**config.mk**
```make
export PLATFORM = sky130hd
export DESIGN_NAME = pc_gen_ras
export DESIGN_NICKNAME = d
export VERILOG_FILES = /design/src/rtl/pc_gen_ras.sv
export SDC_FILE = /design/constraint.sdc
export NUM_CORES = 1
export LEC_CHECK = 0
export BUFFER_PORTS_ARGS = -buffer_cell sky130_fd_sc_hd__buf_2
export CORE_MARGIN = 4
export CORE_UTILIZATION = 55
export DETAILED_ROUTE_END_ITERATION = 10
export PLACE_DENSITY = 0.79
export SLEW_MARGIN = 0
export SYNTH_ARGS = -nofsm -noshare
export SYNTH_HDL_FRONTEND = slang
export SYNTH_SLANG_ARGS = --single-unit
```
**constraint.sdc**
```tcl
create_clock -name clk -period 11.84 [get_ports clk]
set_input_delay 0.592 -clock clk [delete_from_list [all_inputs] [get_ports clk]]
set_output_delay 0.592 -clock clk [all_outputs]
set_load 0.01 [all_outputs]
```
**src/rtl/pc_gen_ras.sv**
```systemverilog
// Fetch PC generator with a small circular return-address stack.
// Redirect priority: trap, EX redirect, stall, predecoded call/return, sequential.
module pc_gen_ras #(
    parameter int unsigned           XLEN      = 32,
    parameter logic [XLEN-1:0]       RESET_VEC = 32'h0000_0000,
    parameter int unsigned           RAS_DEPTH = 4
) (
    input  logic                             clk,
    input  logic                             rst,
    input  logic                             stall,
    input  logic                             trap_valid,
    input  logic [XLEN-1:0]                  trap_vector,
    input  logic                             ex_redirect,
    input  logic                             ex_is_jalr,
    input  logic [XLEN-1:0]                  ex_target,
    input  logic                             if_call,
    input  logic [XLEN-1:0]                  if_call_target,
    input  logic                             if_ret,
    output logic [XLEN-1:0]                  pc_out,
    output logic [$clog2(RAS_DEPTH+1)-1:0]   ras_count,
    output logic                             ras_overflow
);

    localparam int unsigned CW = $clog2(RAS_DEPTH + 1);
    localparam int unsigned PW = $clog2(RAS_DEPTH);

    logic [XLEN-1:0] ras_mem [RAS_DEPTH];

    logic [XLEN-1:0] pc_q, pc_d;
    logic [CW-1:0]   cnt_q, cnt_d;
    logic [PW-1:0]   ptr_q, ptr_d;
    logic            ovf_q, ovf_d;

    logic            wr_en;
    logic [PW-1:0]   wr_idx;
    logic [XLEN-1:0] wr_data;

    logic [XLEN-1:0] pc_seq;
    logic [PW-1:0]   top_idx;
    logic [XLEN-1:0] top_val;
    logic            ras_empty;
    logic            ras_full;

    // ptr_q is the next write slot; the top entry lives one below it (mod depth).
    assign pc_seq    = pc_q + XLEN'(4);
    assign top_idx   = ptr_q - PW'(1);
    assign top_val   = ras_mem[top_idx];
    assign ras_empty = (cnt_q == '0);
    assign ras_full  = (cnt_q == CW'(RAS_DEPTH));

    always_comb begin
        pc_d    = pc_q;
        cnt_d   = cnt_q;
        ptr_d   = ptr_q;
        ovf_d   = 1'b0;
        wr_en   = 1'b0;
        wr_idx  = ptr_q;
        wr_data = pc_seq;

        if (trap_valid) begin
            pc_d  = {trap_vector[XLEN-1:2], 2'b00};
            cnt_d = '0;
            ptr_d = '0;
        end else if (ex_redirect) begin
            pc_d  = ex_is_jalr ? {ex_target[XLEN-1:1], 1'b0} : ex_target;
            cnt_d = '0;
            ptr_d = '0;
        end else if (stall) begin
            pc_d = pc_q;
        end else if (if_call && if_ret) begin
            if (!ras_empty) begin
                // Tail call through a return: swap the top for the new link.
                pc_d   = top_val;
                wr_en  = 1'b1;
                wr_idx = top_idx;
            end else begin
                pc_d  = pc_seq;
                wr_en = 1'b1;
                ptr_d = ptr_q + PW'(1);
                cnt_d = cnt_q + CW'(1);
            end
        end else if (if_call) begin
            pc_d  = if_call_target;
            wr_en = 1'b1;
            ptr_d = ptr_q + PW'(1);
            if (ras_full) begin
                // Full stack: the write slot holds the oldest entry, so it is overwritten.
                ovf_d = 1'b1;
            end else begin
                cnt_d = cnt_q + CW'(1);
            end
        end else if (if_ret) begin
            if (!ras_empty) begin
                pc_d  = top_val;
                ptr_d = top_idx;
                cnt_d = cnt_q - CW'(1);
            end else begin
                pc_d = pc_seq;
            end
        end else begin
            pc_d = pc_seq;
        end
    end

    always_ff @(posedge clk or posedge rst) begin
        if (rst) begin
            pc_q  <= RESET_VEC;
            cnt_q <= '0;
            ptr_q <= '0;
            ovf_q <= 1'b0;
        end else begin
            pc_q  <= pc_d;
            cnt_q <= cnt_d;
            ptr_q <= ptr_d;
            ovf_q <= ovf_d;
        end
    end

    always_ff @(posedge clk) begin
        if (wr_en && !rst) begin
            ras_mem[wr_idx] <= wr_data;
        end
    end

    assign pc_out       = pc_q;
    assign ras_count    = cnt_q;
    assign ras_overflow = ovf_q;

endmodule

```
==> metrics.txt <==
status finished, final reports clean; Post-synth ARST share 0.229; Final Setup Violations 0; cell family with most CP delay simple AND/OR/NAND/NOR gates; CP Launch Type flop; Layout Skew 0.00880 ns; met1 usage 0.376; crit path kind flop to flop; drt drc 0; share of layout cells above drive strength 1 0.296; CTS Buffer Depth 2; post-DP HPWL 16.4 mm; RD Place Congestion 0.874; I/O pins 140; Peak Freq 281 MHz; Critical Path Fanout Max 19; Post-CTS Setup Inserts 0; met3 Usage GRT 0.0875; Most Used Layer, Global Route met2; Area growth syn-to-layout 16.4%; core area 0.0148 mm²; Port Buffers 137; initial antenna violation count 0; largest net degree at the start of global routing 57; Ys Warns 0; Mapped Nets 761; height of the die 131 µm; syn_area_per_cell 12.8 µm²; Max-Cap Viols 0; Final nets 888; Top FF cell, synth edfxtp_1; DRT Pass-1 Iters 8; Num CTS Buffers 17; CP max stage delay 0.69 ns; grt total ovfl 0; htree depth 4; Arr. time, crit path 3.65 ns; Mapped Area 0.00838 mm²; CP max-delay cell nor2_2; die width 131 µm; WL final 25.1 mm; first-pass GRT wire length 38.4 mm; Setup Total Neg Slack 0 ns; Row Count 44; GRT Util Overall 0.291; Hold Path Class primary input to asynchronous set/reset pin; pwr/cell area 147 mW/mm²; r2r startpoint ras_count[0]$_DFFE_PP0P_; Worst IR Drop VDD 113 µV; M2 GR Usage 0.463; RSZ-0062 raised after global routing false; Max-slew headroom 0.171; routed vias/inst 6.84; crit-path cells inv_1 > ha_1 > nand2b_1 > nand2_1 > nor2_1 > mux2i_1 > nor2_2 > buf_4; drt initial violations 822; sequential area share after synthesis 0.572; Bufs and invs on worst path 2; vias in the first global route 6,781; Syn Inst Count 653; Final Cycle Share 0.300; required time worst endpoint 11.93 ns; Skew-Pair Late Insertion Delay 0.43 ns; worst setup path startpoint ras_count[0]$_DFFE_PP0P_; CTS tree done; final antenna diode count 0; remaining antenna violation count 0; Tot Pwr 1440 µW; wire per inst 25.7 µm; Final Hold Viols 0; most frequent cells in the layout 137 x buf_2, 128 x edfxtp_1, 42 x nand2_1, 37 x dfrtp_1, 36 x o21ai_0; flops & latches, synth 166; Root Buffer clkbuf_16; Synth cell types 70; Resize count post-CTS 0; commonest non-fill, non-tap cell in the layout buf_2; die footprint 0.0173 mm²; hold buffers post-CTS 0; clk sinks 166; Post-synth EDFFs 128; leakage 0.00362 µW; Final Max Tran Viols 0; Clock transition at path regs 0.06 ns; Slew @ Worst Pin 1.24 ns; CP endpoint kind flop; via count 6,679; Period minus WS final 3.55 ns; Initial Util 0.568
==> report_power, final <==
group / internal [µW] / switching, µW
sequential: 660 / 34.8
clock: 320 / 217
combinational: 78.7 / 128
total: 1060 / 380
==> cells in the mapped netlist, types with 5 or more instances <==
cell	count	area, µm²
edfxtp_1	128	3840
nand2_1	42	158
dfrtp_1	38	951
o21ai_0	36	180
nor2_1	35	131
a21oi_1	33	165
mux4_2	32	721
inv_1	22	82.6
xnor2_1	22	193
nand3_1	19	95.1
clkbuf_1	18	67.6
buf_2	16	80.1
a221o_1	12	120
nor3_1	12	60.1
a31oi_1	11	68.8
and3_1	11	68.8
o221ai_1	10	87.6
nor2b_1	9	56.3
o31ai_1	9	67.6
a221oi_1	8	70.1
nand4_1	8	50.1
xor2_1	8	70.1
a22o_1	6	52.6
nand2b_1	6	37.5
o22ai_1	6	37.5
and4_1	5	43.8
==> area by class of cell <==
cell class	count	area (µm²)
clock buffer	23	468
clock inverter	9	103
fill	1076	5000
inverter	23	86.3
multi-input combinational	419	3270
sequential	166	4800
tap	184	230
timing repair buffer	153	806
==> worst reg2reg max path: stages (launching register included) <==
cell      delay [ns]
dfrtp_1         0.37
inv_1           0.09
ha_1            0.25
nand2b_1        0.34
nand2_1         0.43
nor2_1          0.42
mux2i_1         0.14
nor2_2          0.69
buf_4           0.47
==> per-layer routing <==
| layer | part of all wire | wire length [µm] | up-vias |
|---|---|---|---|
| met1 | 0.37 | 9320 | 3255 |
| met2 | 0.47 | 11900 | 506 |
| met3 | 0.12 | 2970 | 95 |
| met5 | 0 | 0 | - |
| met4 | 0.036 | 901 | 0 |
| li1 | - | - | 2823 |
==> logic make-up (layout without fill, tap and decap cells) <==
kind of cell    count (synthesis)  count (layout)  synth area share
compound gates                176             176             0.147
simple gates                  173             173             0.112
flops                         166             166             0.572
buf+inv                        68             208            0.0408
mux                            36              36            0.0909
xor+xnor                       30              30            0.0313
fa+ha+maj                       4               4           0.00597
==> registers in the layout (all words and copies together) (netlist names) <==
| register | count |
|---|---|
| ras_mem | 128 |
| ptr_q | 2 |
| ras_overflow | 1 |
| pc_out | 32 |
| ras_count | 3 |
==> path summary, 6_finish.rpt <==
check	to	slack, ns	depth (start not counted)
worst max-delay path	ras_mem[3][24]$_DFFE_PP_	8.29	8
worst min-delay path	pc_out[0]$_DFFE_PP0P_	0.32	3
worst min register to register	ras_mem[3][1]$_DFFE_PP_	0.58	0
worst max register to register	ras_mem[3][24]$_DFFE_PP_	8.29	8
max in group asynchronous	ptr_q[0]$_DFFE_PP0P_	11.07	3
min in group clk	pc_out[31]$_DFFE_PP0P_	0.39	3
==> per-stage QoR <==
| stage | std cells | instance area (µm²) | worst slack [ns] | util | hold slack [ns] |
|---|---|---|---|---|---|
| 4_1_cts | 977 | 9760 | 8.34 | 0.661 | 0.327 |
| 6_report | 977 | 9760 | 8.29 | 0.661 | 0.325 |
| 5_1_grt | 977 | 9760 | 8.06 | 0.661 | 0.374 |
| 2_1_floorplan | 653 | 8380 | 6.44 | - | 0.498 |
| 3_5_place_dp | 945 | 9190 | 8.22 | 0.623 | 0.572 |
| 3_3_place_gp | 945 | 9190 | 8.27 | 0.623 | 0.541 |
(Power assumes the default switching activity.)
